`config.mk`:
```
export PLATFORM = sky130hd
export DESIGN_NAME = seg7_scan
export DESIGN_NICKNAME = d
export VERILOG_FILES = /design/src/rtl/seg7_pkg.sv /design/src/rtl/bin2bcd_seq.sv /design/src/rtl/seg7_scan.sv
export SDC_FILE = /design/constraint.sdc
export NUM_CORES = 1
export LEC_CHECK = 0
export CAP_MARGIN = 30
export CORE_AREA = 4 4 85 87
export DETAILED_ROUTE_END_ITERATION = 7
export DIE_AREA = 0 0 89 91
export PLACE_DENSITY = 0.75
export SYNTH_ARGS = -nofsm -noshare
export SYNTH_HDL_FRONTEND = slang
export SYNTH_SLANG_ARGS = --single-unit
```
`constraint.sdc`:
```
create_clock -name clk -period 2.7 [get_ports clk]
set_input_delay 0.675 -clock clk [delete_from_list [all_inputs] [get_ports clk]]
set_output_delay 0.675 -clock clk [all_outputs]
set_load 0.005 [all_outputs]
```
`src/rtl/seg7_pkg.sv`:
```
// Shared types and constants for the multiplexed seven-segment front end.
// Holds the blank code, the conversion FSM state type and the decimal range helper.
package seg7_pkg;

    // Non-decimal code that the downstream decoder renders as all segments off.
    localparam logic [3:0] BLANK_CODE = 4'hF;

    typedef enum logic [1:0] {
        IDLE  = 2'd0,
        SHIFT = 2'd1,
        DONE  = 2'd2
    } conv_state_t;

    // Largest value representable in n decimal digits (10^n - 1).
    function automatic logic [63:0] max_value(input int n);
        logic [63:0] p;
        p = 64'd1;
        for (int i = 0; i < n; i++) begin
            p = p * 64'd10;
        end
        return p - 64'd1;
    endfunction

endpackage

```
`src/rtl/bin2bcd_seq.sv`:
```
// Sequential shift-add-3 binary to packed BCD converter, one bit per cycle.
// The result and range flag are valid in the cycle that done is high.
module bin2bcd_seq
    import seg7_pkg::*;
#(
    parameter int BIN_W      = 14,
    parameter int NUM_DIGITS = 4
) (
    input  logic                    clk,
    input  logic                    rst,
    input  logic                    load,
    input  logic [BIN_W-1:0]        bin_in,
    output logic                    busy,
    output logic                    done,
    output logic [4*NUM_DIGITS-1:0] bcd_out,
    output logic                    overflow
);

    localparam int SCR_W = 4 * NUM_DIGITS;
    localparam int CNT_W = $clog2(BIN_W + 1);
    localparam logic [63:0] MAX_VAL = max_value(NUM_DIGITS);

    conv_state_t             state_reg;
    logic [BIN_W-1:0]        bin_reg;
    logic [SCR_W-1:0]        scratch_reg;
    logic [SCR_W-1:0]        scratch_adj;
    logic [CNT_W-1:0]        count_reg;
    logic                    ovf_pending_reg;
    logic [SCR_W+BIN_W-1:0]  shifted;
    logic [63:0]             bin_ext;

    genvar gi;
    generate
        for (gi = 0; gi < NUM_DIGITS; gi++) begin : g_adj
            assign scratch_adj[4*gi +: 4] = (scratch_reg[4*gi +: 4] >= 4'd5)
                                          ? scratch_reg[4*gi +: 4] + 4'd3
                                          : scratch_reg[4*gi +: 4];
        end
    endgenerate

    // Carries out of the top nibble are dropped; the range flag covers that case.
    assign shifted  = {scratch_adj, bin_reg} << 1;
    assign bin_ext  = 64'(bin_in);
    assign bcd_out  = scratch_reg;
    assign overflow = ovf_pending_reg;

    always_ff @(posedge clk) begin
        if (rst) begin
            state_reg       <= IDLE;
            busy            <= 1'b0;
            done            <= 1'b0;
            bin_reg         <= '0;
            scratch_reg     <= '0;
            count_reg       <= '0;
            ovf_pending_reg <= 1'b0;
        end else begin
            case (state_reg)
                IDLE: begin
                    done <= 1'b0;
                    if (load) begin
                        bin_reg         <= bin_in;
                        scratch_reg     <= '0;
                        count_reg       <= CNT_W'(BIN_W);
                        ovf_pending_reg <= (bin_ext > MAX_VAL);
                        busy            <= 1'b1;
                        state_reg       <= SHIFT;
                    end
                end
                SHIFT: begin
                    {scratch_reg, bin_reg} <= shifted;
                    count_reg              <= count_reg - CNT_W'(1);
                    if (count_reg == CNT_W'(1)) begin
                        done      <= 1'b1;
                        state_reg <= DONE;
                    end
                end
                DONE: begin
                    done      <= 1'b0;
                    busy      <= 1'b0;
                    state_reg <= IDLE;
                end
                default: begin
                    done      <= 1'b0;
                    busy      <= 1'b0;
                    state_reg <= IDLE;
                end
            endcase
        end
    end

endmodule

```
`src/rtl/seg7_scan.sv`:
```
// Seven-segment front end: converts a binary value to BCD and time-multiplexes
// the digits onto a single nibble bus with a one-hot digit select.
module seg7_scan
    import seg7_pkg::*;
#(
    parameter int BIN_W       = 14,
    parameter int NUM_DIGITS  = 4,
    parameter int REFRESH_DIV = 50000,
    parameter int BLANK_LZ    = 1
) (
    input  logic                  clk,
    input  logic                  rst,
    input  logic                  load,
    input  logic [BIN_W-1:0]      bin_in,
    output logic                  busy,
    output logic                  done,
    output logic                  overflow,
    output logic [3:0]            bcd,
    output logic [NUM_DIGITS-1:0] digit_sel
);

    localparam int DISP_W = 4 * NUM_DIGITS;
    localparam int IDX_W  = (NUM_DIGITS > 1) ? $clog2(NUM_DIGITS) : 1;
    localparam int DIV_W  = $clog2(REFRESH_DIV);

    logic [DISP_W-1:0] conv_bcd;
    logic              conv_ovf;
    logic [DISP_W-1:0] display_reg;
    logic              overflow_reg;
    logic [DIV_W-1:0]  refresh_reg;
    logic [IDX_W-1:0]  scan_idx_reg;
    logic [3:0]        digit [NUM_DIGITS];
    logic              upper_zero;

    bin2bcd_seq #(
        .BIN_W      (BIN_W),
        .NUM_DIGITS (NUM_DIGITS)
    ) u_conv (
        .clk      (clk),
        .rst      (rst),
        .load     (load),
        .bin_in   (bin_in),
        .busy     (busy),
        .done     (done),
        .bcd_out  (conv_bcd),
        .overflow (conv_ovf)
    );

    // Display only changes on the done cycle, so partial results never show.
    always_ff @(posedge clk) begin
        if (rst) begin
            display_reg  <= '0;
            overflow_reg <= 1'b0;
        end else if (done) begin
            display_reg  <= conv_bcd;
            overflow_reg <= conv_ovf;
        end
    end

    always_ff @(posedge clk) begin
        if (rst) begin
            refresh_reg  <= '0;
            scan_idx_reg <= '0;
        end else if (refresh_reg == DIV_W'(REFRESH_DIV - 1)) begin
            refresh_reg  <= '0;
            scan_idx_reg <= (scan_idx_reg == IDX_W'(NUM_DIGITS - 1))
                          ? '0 : scan_idx_reg + IDX_W'(1);
        end else begin
            refresh_reg <= refresh_reg + DIV_W'(1);
        end
    end

    genvar gi;
    generate
        for (gi = 0; gi < NUM_DIGITS; gi++) begin : g_digit
            assign digit[gi]     = display_reg[4*gi +: 4];
            assign digit_sel[gi] = (scan_idx_reg == IDX_W'(gi));
        end
    endgenerate

    assign overflow = overflow_reg;

    // Select and data both come straight from registers, so they switch together.
    always_comb begin
        upper_zero = 1'b1;
        for (int i = 0; i < NUM_DIGITS; i++) begin
            if (i >= int'(scan_idx_reg) && digit[i] != 4'd0) begin
                upper_zero = 1'b0;
            end
        end
        bcd = digit[scan_idx_reg];
        if (overflow_reg || (BLANK_LZ != 0 && scan_idx_reg != '0 && upper_zero)) begin
            bcd = BLANK_CODE;
        end
    end

endmodule
```
---- Word-level counts from Yosys, hierarchy flattened ----
Cells that the tools add are included.
storage, ports and cells
  output and inout bits ................... 11
  register bits after elaboration ......... 74
  bits of input ports ..................... 17
  logic and storage cells ................. 80
cells by class
  reductions and logical operators ........ 19
  $lt $le $gt $ge ......................... 9
  bitwise operators ....................... 2
  mux-type cells .......................... 24
  add/subtract/negate cells ............... 7
  eq/ne operators ......................... 8
operator list
  kind                   count
  $pmux 16 s2            1
  $mux 4                 7
  $pmux 14 s2            1
  $add 16x1->16 const B  1
  $eq 16x16->1 const B   1
  $ge 4x3->1 const B     4
  $mux 16                1
  $reduce_bool 4->1      4
  $gt 14x14->1 const B   1
  $mux 14                1
  $add 4x2->4 const B    3
  $bmux 4 s2             1
  $pmux 4 s2             1
  $reduce_and 2->1       4
  $mux 2                 3
  $mux 1                 5
  $eq 2x1->1 const B     2
  $eq 2x2->1 const B     2
  $eq 4x1->1 const B     1
  $ge 1x2->1 const A     2
  $logic_and 1x1->1      4
  $logic_not 2->1        2
  $pmux 2 s2             1
  $reduce_bool 2->1      2
  13 further kinds       14

---- Longest topological paths before layout ----
Gate-level depths: netlist (run 1).
  word-level depth ........................ 9
  gate-level depth with buffers ........... 7
  gate-level depth less buffers ........... 6

---- By module ----
From an unflattened synthesis (run 1), not the netlist that was laid out.
unflattened totals
  cell total of the unflattened synthesis .. 382
  area, all modules ....................... 3595.9 sq um
modules (own cells, without submodules)
  module       seq. area each (sq um)  times used  cells an instance  area each (sq um)
  bin2bcd_seq  780.7                   1           215                1950.6
  seg7_scan    700.7                   1           167                1645.3

---- Worst setup path before layout (run 1) ----
No wires, ideal clock.
  path type ............................... flip-flop to output port
  start ................................... reg scan_idx_reg[0]
  end ..................................... out bcd[0]
  buffers on the path ..................... 1
  setup slack ............................. 490 ps
  required time ........................... 2025 ps
  cell stages (with the launch flop) ...... 8
  data arrival time ....................... 1535 ps
  cells stage by stage .................... dfxtp_1 clkbuf_1 inv_1 ha_1 nor3_1 o211ai_1 o21bai_1 or2_2
on the way
  word-level cells in the longest chain between the ends .. 9
  elaborated cells between the ends (all ways) .. 18
  those cells by class .................... 3 x order compare; 8 x mux; 1 x bitwise; 6 x reduce/logical
ends and longest elaborated chain
  element                 line             source
  start, declared         seg7_scan.sv:31  logic [IDX_W-1:0] scan_idx_reg;
  start signal, assigned  seg7_scan.sv:66  scan_idx_reg <= (scan_idx_reg == IDX_W'(NUM_DIGITS - 1))
  $ge 1x2->1              seg7_scan.sv:87  if (i >= int'(scan_idx_reg) && digit[i] != 4'd0) begin
  $logic_and 1x1->1       seg7_scan.sv:87
  $mux 1 (4 in series)    seg7_scan.sv:87
  $logic_and 1x1->1       seg7_scan.sv:92  if (overflow_reg || (BLANK_LZ != 0 && scan_idx_reg != '0 && upper_zero)) begin
  $logic_or 1x1->1        seg7_scan.sv:92
  $mux 4 (*)              seg7_scan.sv:92
  end, declared           seg7_scan.sv:18  output logic [3:0] bcd,
Every way passes the cells marked *; elsewhere a longest branch is shown, timed or not. The select of a mux whose other input is x is not followed.

---- Worst setup path after layout (run 1) ----
  start ................................... reg scan_idx_reg[0]
  end ..................................... out bcd[3]
The elaborated chain is that of the path after synthesis.

==> results of run 1 <==
-- repair_timing --
item	4_1_cts	5_1_grt
pin swaps	2	2
setup buffers	2	2
gates resized for setup	7	13
endpoints found under the setup margin	4	4
-- Yosys cell counts, types with 2 or more instances --
cell / instances / area share
dfxtp_1: 74 / 0.43
nor2_1: 52 / 0.056
nand2_1: 29 / 0.031
mux2i_1: 22 / 0.063
a21oi_1: 21 / 0.030
inv_1: 20 / 0.022
xnor2_1: 17 / 0.043
ha_1: 16 / 0.058
nor3_1: 11 / 0.016
a22o_1: 9 / 0.023
buf_2: 9 / 0.013
nand3_1: 9 / 0.013
o21ai_0: 8 / 0.012
a22oi_1: 7 / 0.015
clkbuf_1: 7 / 0.0076
nand2b_1: 7 / 0.013
a311oi_1: 6 / 0.015
nor4_1: 6 / 0.011
or2_2: 5 / 0.0090
mux4_2: 4 / 0.026
or3_1: 4 / 0.0072
xor2_1: 4 / 0.010
buf_4: 3 / 0.0065
o221a_2: 3 / 0.0097
a211oi_1: 2 / 0.0043
nand4_1: 2 / 0.0036
nor3b_1: 2 / 0.0043
o21bai_1: 2 / 0.0043
-- per-stage QoR --
stage               utilization  setup slack [ps]  instances  power, W
CTS                       0.631             -2.50        489   0.00213
detailed placement        0.602               219        472   0.00139
global route              0.633              55.5        491   0.00221
global placement          0.600               278        471   0.00138
finish                    0.633               151        491   0.00212
floorplan                     -               490        379   0.00131
-- per-layer routing --
metal / wire length [µm] / vias to the layer above / part of all wire / GRT usage
met1: 3330 / 1264 / 0.47 / 0.262
met2: 3350 / 59 / 0.47 / 0.290
met5: 0 / - / 0 / 0
met4: 85 / 0 / 0.012 / 0.0757
li1: - / 1377 / - / -
met3: 314 / 9 / 0.044 / 0.0335
-- kinds of logic after synthesis --
group | after synthesis | synth area share
mux | 26 | 0.0892
flops | 74 | 0.426
xor+xnor | 21 | 0.0529
simple gates | 138 | 0.197
compound gates | 64 | 0.128
buf+inv | 40 | 0.0496
fa+ha+maj | 16 | 0.0575
-- cell usage in the layout, fill, tap and decap left out, types with 2 or more instances in the layout --
| cell | count |
|---|---|
| dfxtp_1 | 72 |
| nor2_1 | 52 |
| nand2_1 | 29 |
| clkdlybuf4s50_1 | 23 |
| mux2i_1 | 22 |
| inv_1 | 20 |
| a21oi_1 | 20 |
| xnor2_1 | 17 |
| ha_1 | 16 |
| nor3_1 | 11 |
| clkbuf_8 | 11 |
| buf_4 | 11 |
| nand3_1 | 9 |
| a22o_1 | 9 |
| o21ai_0 | 8 |
| nand2b_1 | 7 |
| a22oi_1 | 7 |
| nor4_1 | 6 |
| a311oi_1 | 6 |
| or2_2 | 5 |
| mux4_2 | 4 |
| xor2_1 | 4 |
| or3_1 | 4 |
| clkbuf_2 | 4 |
| o221a_2 | 3 |
| clkinv_2 | 3 |
| a21oi_2 | 2 |
| nand4_1 | 2 |
| nor3b_1 | 2 |
| a211oi_1 | 2 |
| dfxtp_4 | 2 |
-- worst max-delay path: stages (launching register included) --
cell and delay [ps]:
dfxtp_4 360, buf_8 130, ha_1 190, o211ai_1 220
o21bai_2 100, buf_4 140, or2_2 280, clkbuf_2 110
-- report_power, final --
| part | internal [W] | switching, W |
|---|---|---|
| clock | 0.000375 | 0.000381 |
| sequential | 0.00113 | 0.0000322 |
| combinational | 0.0000867 | 0.000111 |
| total | 0.00159 | 0.000524 |
-- cell type report --
cell class / count / area [µm²] / share of cell area
Clock inverter: 3 / 15.0 / 0.00373
Multi-Input combinational cell: 265 / 1830 / 0.456
Clock buffer: 12 / 155 / 0.0386
Timing Repair Buffer: 40 / 359 / 0.0893
Tap cell: 77 / 96.3 / 0.0240
Sequential cell: 74 / 1490 / 0.370
Inverter: 20 / 75.1 / 0.0187
-- worst max path at each step --
stage | slack [ps] | end | depth (start not counted)
floorplan | 490 | bcd[0] | 7
global placement | 280 | bcd[2] | 4
detailed placement | 220 | bcd[3] | 7
CTS | -3 | bcd[3] | 7
global route | 60 | bcd[3] | 7
finish | 150 | bcd[3] | 7
==> metrics.md, run 1 <==
| Metric | Value |
|---|---|
| Status | `complete, no violations` |
| I/O Buffers | `27` |
| R2R setup slack | `890 ps` |
| Leak | `1.54 nW` |
| Max rail drop VDD | `0.292 mV` |
| DP HPWL | `4890 µm` |
| Hold Path Origin | `u_conv.bin_reg[2]` |
| Crit share post-route | `0.944` |
| Die Y | `roughly 91 µm` |
| Syn_area_per_cell | `9.18 µm²` |
| Final setup violation count | `0` |
| Die X | `89 µm` |
| Area of the mapped netlist | `around 3500 µm²` |
| Share of cells above drive strength 1 | `0.138` |
| MaxCap Viol Count | `0` |
| Final TNS setup | `0 ps` |
| FF+latch count, synth | `74` |
| Avg WL per Cell | `around 14 µm` |
| CP Launch Type | `register` |
| Worst rel slew slack | `0.578` |
| Gr usage total | `0.189` |
| Final min period | `~2500 ps` |
| Critical Path End Type | `output pin` |
| FMAX | `392 MHz` |
| Hold/Removal Path Class | `register to register` |
| Vias in the first global route | `roughly 2.6k` |
| First-pass GRT wire length | `12200 µm` |
| # hold bufs at CTS | `0` |
| Initial DRT Pass Iterations | `5` |
| Final hold violation count | `0` |
| H-tree levels | `3` |
| TritonCTS clock tree | `done` |
| Initial antenna violation count | `0` |
| N_diodes | `0` |
| Root buffer cell | `clkbuf_8` |
| Initial Utilization | `0.548` |
| Core ar. | `6350 µm²` |
| Share of flip-flops with an asynchronous set or reset | `0` |
| Capturing point of the worst reg2reg path | `refresh_reg[3]` |
| Post-synth EDFFs | `0` |
| GRT overflow | `0` |
| Final Cell Area | `roughly 4000 µm²` |
| Min-Delay Path Depth | `2` |
| Final Net Count | `443` |
| Vias per inst | `roughly 5.5` |
| GPL Wtd Cong | `0.764` |
| Post-synthesis cell type count | `46` |
| Hold Path Sink | `u_conv.bin_reg[3]` |
| RSZ-0062 raised after global routing | `no` |
| Critical Path RT | `~2000 ps` |
| Reg2Reg Launch Point | `refresh_reg[0]` |
| CP Max Fanout | `6` |
| PD cells | `526 nW/µm²` |
| Kind of critical path | `register to output pin` |
| Clk pin slew, worst setup/hold paths | `70 ps` |
| Cells on worst reg2reg path | `5` |
| Rows | `29` |
| Final wirelength | `approximately 7100 µm` |
| Ys Warns | `0` |
| Filler instances | `544` |
| DP Area | `3820 µm²` |
| Sequential share of the synthesized area | `0.426` |
| Largest net degree at the start of global routing | `27` |
| Worst-margin pin slew | `roughly 630 ps` |
| Max Slew Vio Count | `0` |
| Num CTS Buffers | `9` |
| Ys flop type | `dfxtp_1` |
| CTS sink count | `74` |
| Via count | `2709` |
| Post-route ant nets | `0` |
| Hold WS | `444 ps` |
| CP startpoint | `scan_idx_reg[0]` |
| Layout area overhead | `15.6%` |
| Max Buffers Root-to-Sink | `2` |
| Arr. time, crit path | `1870 ps` |
| Iteration-0 DRC Markers | `78` |
| Syn_nets | `412` |
| Residual DRC | `0` |
| Max Clock Skew | `9.47 ps` |
| Mapped Cells | `379` |
| Worst skew pair latency | `around 340 ps` |
| Die footprint | `8100 µm²` |
| I/O pins | `28` |
No activity file was read; power rests on OpenSTA's default activity.
==> run 2: changes to the inputs <==
--- a/config.mk
+++ b/config.mk
@@ -6,10 +6,9 @@
 export NUM_CORES = 1
 export LEC_CHECK = 0
 export CAP_MARGIN = 30
-export CORE_AREA = 4 4 85 87
+export CORE_AREA = 4 4 99 101
 export DETAILED_ROUTE_END_ITERATION = 7
-export DIE_AREA = 0 0 89 91
-export PLACE_DENSITY = 0.75
+export DIE_AREA = 0 0 103 105
 export SYNTH_ARGS = -nofsm -noshare
 export SYNTH_HDL_FRONTEND = slang
 export SYNTH_SLANG_ARGS = --single-unit
==> constraint.sdc (replaced) <==
create_clock -name clk -period 2.7 [get_ports clk]
set_input_delay 0.675 -clock clk [delete_from_list [all_inputs] [get_ports clk]]
set_output_delay 0.675 -clock clk [all_outputs]
set_load 0.1 [all_outputs]
==> run 2 against run 1 <==
Compared with the run above:
- global-route usage is 4.5 points lower
- sequential power hardly changed
- sequential share of layout area is 0.96 points lower
- largest cell class unchanged
- largest power group unchanged
- critical path depth stayed put
==> metrics.md, run 2 (synthesized netlist as in run 1, its figures left out) <==
| Metric | Value |
|---|---|
| Status | `complete, no violations` |
| Initial antenna violation count | `0` |
| Final hold violation count | `0` |
| Filler instances | `approximately 900` |
| N_diodes | `0` |
| Die footprint | `10800 µm²` |
| Share of cells above drive strength 1 | `0.144` |
| Max rail drop VDD | `0.367 mV` |
| Cells on worst reg2reg path | `5` |
| First-pass GRT wire length | `around 12000 µm` |
| CP Launch Type | `register` |
| MaxCap Viol Count | `0` |
| CTS sink count | `between 70 and 80` |
| TritonCTS clock tree | `done` |
| Hold Path Sink | `u_conv.bin_reg[3]` |
| CP Max Fanout | `10` |
| I/O Buffers | `27` |
| Clk pin slew, worst setup/hold paths | `80 ps` |
| Die X | `103 µm` |
| Hold Path Origin | `u_conv.bin_reg[2]` |
| Final wirelength | `7180 µm` |
| DP Area | `3880 µm²` |
| Max Clock Skew | `8.42 ps` |
| Vias per inst | `about 5.1` |
| Critical Path End Type | `output pin` |
| Area of the multi-input gates | `roughly 1800 µm²` |
| Max Slew Vio Count | `0` |
| Critical Path RT | `around 2000 ps` |
| Worst skew pair latency | `340 ps` |
| Iteration-0 DRC Markers | `80` |
| FMAX | `401 MHz` |
| Sequential Area | `1490 µm²` |
| Kind of critical path | `register to output pin` |
| GPL Wtd Cong | `~0.76` |
| Post-route ant nets | `0` |
| Root buffer cell | `clkbuf_8` |
| R2R setup slack | `850 ps` |
| Residual DRC | `0` |
| I/O pins | `28` |
| Final setup violation count | `0` |
| Layout area overhead | `18.7%` |
| Num CTS Buffers | `9` |
| Avg WL per Cell | `13.8 µm` |
| Core ar. | `9020 µm²` |
| Initial DRT Pass Iterations | `4` |
| Final Util | `0.458` |
| Gr usage total | `0.144` |
| Worst rel slew slack | `0.603` |
| PD cells | `between 500 and 600 nW/µm²` |
| Initial Utilization | `0.386` |
| Final TNS setup | `0 ps` |
| Worst-margin pin slew | `596 ps` |
| Final Cell Area | `4130 µm²` |
| Commonest non-fill, non-tap cell in the layout | `dfxtp_1` |
| Die Y | `105 µm` |
| GRT overflow | `0` |
| Max Buffers Root-to-Sink | `2` |
| Reg2Reg Launch Point | `refresh_reg[0]` |
| Crit share post-route | `0.924` |
| Post-CTS Setup Bufs | `0` |
| Arr. time, crit path | `1820 ps` |
| Most frequent cells in the layout | `dfxtp_1 (72), nor2_1 (52), nand2_1 (29)` |
| Leak | `roughly 1.6 nW` |
| DP HPWL | `5150 µm` |
| Min-Delay Path Depth | `2` |
| Largest net degree at the start of global routing | `27` |
| Capturing point of the worst reg2reg path | `refresh_reg[2]` |
| Via count | `2637` |
| Vias in the first global route | `2484` |
| Final Net Count | `around 440` |
| H-tree levels | `3` |
| RSZ-0062 raised after global routing | `no` |
| Final min period | `around 2500 ps` |
| Hold/Removal Path Class | `register to register` |
| Rows | `35` |
[run 2: cell count changes in the layout (fill, tap and decap cells not counted), moves of 2 or more]
cell / previous run / this run
buf_12: 0 / 5
clkinv_2: 3 / 0
buf_4: 11 / 13
clkdlybuf4s50_1: 23 / 15
clkbuf_2: 4 / 0
ha_1: 16 / 14
ha_2: 0 / 2
bufinv_16: 0 / 3
[run 2: through the flow]
step | std cells | setup WS (ps) | total power [W] | hold slack, ps
after floorplan | 379 | -76.5 | 0.00133 | 416
after global routing | 520 | 13.1 | 0.00252 | 465
after CTS | 520 | 24.2 | 0.00245 | 444
after detailed placement | 504 | 300 | 0.00140 | 433
after global placement | 504 | 333 | 0.00140 | 432
final | 520 | 205 | 0.00241 | 440
[run 2: final cells by class]
| class | instances | area share |
|---|---|---|
| repair buffers | 34 | 0.0854 |
| multi-input cells | 265 | 0.443 |
| clock inverters | 4 | 0.0239 |
| flip-flops and latches | 74 | 0.360 |
| clock buffers | 12 | 0.0351 |
| inverters | 20 | 0.0182 |
| well taps | 111 | 0.0336 |
[run 2: power by group]
part,switching (W),internal [W]
combinational,0.000128,0.0000864
clock,0.000393,0.000642
sequential,0.0000321,0.00113
[run 2: worst max-delay path: stages, from the launching register on]
cell and delay [ps]:
dfxtp_4 420, inv_1 80, ha_2 190, nor3_1 130, o211ai_1 110, o21bai_1 210
or2_2 170, buf_12 170
[run 2: worst max path at each step]
stage,startpoint,to,cells past startpoint
global placement,scan_idx_reg[0],bcd[1],7
detailed placement,scan_idx_reg[0],bcd[0],7
floorplan,scan_idx_reg[0],bcd[0],7
CTS,scan_idx_reg[1],bcd[0],7
global route,scan_idx_reg[0],bcd[2],7
finish,scan_idx_reg[0],bcd[0],7
[run 2: what timing repair did]
| action | in CTS | in global routing |
|---|---|---|
| hold buffers | 0 | 0 |
| pin swaps | 0 | 1 |
| endpoints found under the setup margin | 4 | 4 |
| resized for setup | 1 | 3 |
[run 2: metal layers]
| layer | GRT usage | wire length [µm] | share of wire |
|---|---|---|---|
| met1 | 0.192 | 3520 | 0.49 |
| met2 | 0.222 | 3350 | 0.47 |
| met3 | 0.0454 | 242 | 0.034 |
| met4 | 0.0426 | 70 | 0.0097 |
| met5 | 0 | 0 | 0 |
==> run 3: changes to the inputs <==
--- a/config.mk
+++ b/config.mk
@@ -6,9 +6,11 @@
 export NUM_CORES = 1
 export LEC_CHECK = 0
 export CAP_MARGIN = 30
-export CORE_AREA = 4 4 99 101
+export CORE_AREA = 4 4 100 102
 export DETAILED_ROUTE_END_ITERATION = 7
-export DIE_AREA = 0 0 103 105
+export DIE_AREA = 0 0 104 106
+export SLEW_MARGIN = 10
 export SYNTH_ARGS = -nofsm -noshare
 export SYNTH_HDL_FRONTEND = slang
+export SYNTH_HIERARCHICAL = 1
 export SYNTH_SLANG_ARGS = --single-unit
==> run 3 against run 2 <==
Compared with the run above:
- largest power group unchanged
- highest routed layer unchanged
- largest cell class unchanged
- global-route usage down 0.54 points
- design area up 0.67%
- fmax down 0.23%
- count of clock-buffer cells in the layout is 3 lower
- critical endpoint is now bcd[2]
==> metrics.md, run 3 <==
| Metric | Value |
|---|---|
| Status | `complete, no violations` |
| Post-synth EDFFs | `0` |
| FMAX | `400 MHz` |
| Rows | `35` |
| Final hold violation count | `0` |
| Dominant cells by area after synthesis | `dfxtp_1 (41%), nor2_1 (7.4%), mux2i_1 (6.1%)` |
| GPL Wtd Cong | `0.781` |
| Root buffer cell | `clkbuf_8` |
| Avg WL per Cell | `13.8 µm` |
| Die Y | `106 µm` |
| Sequential share of the synthesized area | `0.412` |
| Die X | `104 µm` |
| N_diodes | `0` |
| Area of the mapped netlist | `between 3000 and 4000 µm²` |
| Worst rel slew slack | `0.493` |
| Most frequent cells in the layout | `dfxtp_1 (72), nor2_1 (71), mux2i_1 (22)` |
| Vias in the first global route | `approximately 2.7k` |
| Worst-margin pin slew | `758 ps` |
| Syn_nets | `just over 400` |
| CTS sink count | `74` |
| Min-Delay Path Depth | `2` |
| Synth area leader | `dfxtp_1` |
| Iteration-0 DRC Markers | `115` |
| H-tree levels | `3` |
| Cells on worst reg2reg path | `3` |
| Core ar. | `9110 µm²` |
| Clk pin slew, worst setup/hold paths | `roughly 80 ps` |
| Sw frac | `0.267` |
| Crit share post-route | `0.926` |
| Ys Warns | `6` |
| Setup slack after layout | `200 ps` |
| # hold bufs at CTS | `0` |
| Via count | `2706` |
| Layout area overhead | `15.6%` |
| Clk pwr share | `0.338` |
| FF+latch count, synth | `74` |
| Initial DRT Pass Iterations | `5` |
| Largest net degree at the start of global routing | `22` |
| Post-place setup slack | `about 300 ps` |
| TritonCTS clock tree | `done` |
| Initial Utilization | `0.395` |
| Gate power share | `0.119` |
| GRT overflow | `0` |
| Commonest cells post-synth | `dfxtp_1 (74), nor2_1 (71), mux2i_1 (22), inv_1 (18), ha_1 (16)` |
| Die footprint | `about 11000 µm²` |
| Final Net Count | `442` |
| Arr. time, crit path | `1830 ps` |
| Max Slew Vio Count | `0` |
| Sw Pwr | `0.000574 W` |
| Gr usage total | `0.139` |
| Max rail drop VDD | `0.307 mV` |
| Syn_area_per_cell | `9.41 µm²` |
| Post-CTS Setup Bufs | `0` |
| I/O Buffers | `27` |
| I/O pins | `28` |
| Cts repair resizes | `2` |
| Top-count cell post-synth | `dfxtp_1` |
| Share of flip-flops with an asynchronous set or reset | `0` |
| PD cells | `517 nW/µm²` |
| Mapped Cells | `382` |
| Ys flop type | `dfxtp_1` |
| CP Launch Type | `register` |
| MaxCap Viol Count | `0` |
| Share of cells above drive strength 1 | `0.157` |
| Final setup violation count | `0` |
| R2R setup slack | `1070 ps` |
| Final wirelength | `7220 µm` |
| Max Buffers Root-to-Sink | `2` |
| DP HPWL | `5300 µm` |
| Post-route ant nets | `0` |
| Hold/Removal Path Class | `register to register` |
| Hold WS | `465 ps` |
| Initial antenna violation count | `0` |
| CP Max Fanout | `10` |
| Final min period | `2500 ps` |
| Residual DRC | `0` |
| Post-synthesis cell type count | `56` |
| Critical Path RT | `2030 ps` |
| Synth top area share | `0.412` |
| Commonest non-fill, non-tap cell in the layout | `dfxtp_1` |
| Kind of critical path | `register to output pin` |
| First-pass GRT wire length | `between 10000 and 15000 µm` |
| Vias per inst | `5.16` |
| Worst skew pair latency | `340 ps` |
| Leak | `about 1.6 nW` |
| Int Pwr | `0.00157 W` |
| Critical Path End Type | `output pin` |
| Num CTS Buffers | `9` |
| Max Clock Skew | `~9 ps` |
| Sequential power share | `0.543` |
| RSZ-0062 raised after global routing | `no` |
run 3: worst paths after layout:
check / start / to
hold / removal: u_conv/bin_reg[13] / u_conv/bcd_out[0]
setup reg to reg: u_conv/state_reg[1] / u_conv/bcd_out[15]
setup / recovery: scan_idx_reg[1] / bcd[2]
hold reg to reg: u_conv/bin_reg[13] / u_conv/bcd_out[0]
run 3: critical path: stages (launching register included):
cell and delay, ps:
dfxtp_4 400, inv_1 90, ha_2 180, clkinv_1 50, a21oi_1 160, o21bai_2 100, or2_2 330, buf_12 170
run 3: power by group through the flow:
stage	combinational, W	sequential [W]	clock (W)
6_report	0.000256	0.00117	0.000726
5_1_grt	0.000291	0.00117	0.000818
3_3_place_gp	0.000256	0.00119	0
3_5_place_dp	0.000259	0.00119	0
4_1_cts	0.000260	0.00117	0.000757
2_1_floorplan	0.000184	0.00120	0
run 3: layout make-up:
cell class / instances / area [µm²]
clock inverter: 6 / 42.5
clock buffer: 9 / 124
fill: 886 / 4950
inverter: 19 / 71.3
sequential: 74 / 1490
timing repair buffer: 35 / 365
tap: 111 / 139
multi-input combinational: 270 / 1930
run 3: kinds of logic (layout without fill, tap and decap cells):
logic type / after synthesis / in the layout / synth area share
adders and majority gates: 16 / 16 / 0.0557
buffers and inverters: 38 / 69 / 0.0539
xor gates and xnor gates: 20 / 20 / 0.0487
muxes: 26 / 26 / 0.0863
DFF: 74 / 74 / 0.412
and+or+nand+nor: 147 / 147 / 0.217
AOI/OAI and AO/OA: 61 / 61 / 0.126
run 3: stage by stage:
step	setup TNS [ps]	util	power (W)	instance area (µm²)	instances
floorplan	-243	-	0.00138	3600	382
global placement	0	0.437	0.00145	3980	509
detailed placement	0	0.437	0.00145	3980	509
CTS	0	0.456	0.00218	4150	524
global route	0	0.456	0.00228	4160	524
finish	0	0.456	0.00215	4160	524
run 3: metal layers:
metal  vias to the layer above  GRT usage  part of all wire
met3                        10     0.0285             0.020
li1                       1392          -                 -
met4                         0     0.0522             0.015
met1                      1280      0.175              0.47
met2                        24      0.235              0.50
met5                         -          0                 0
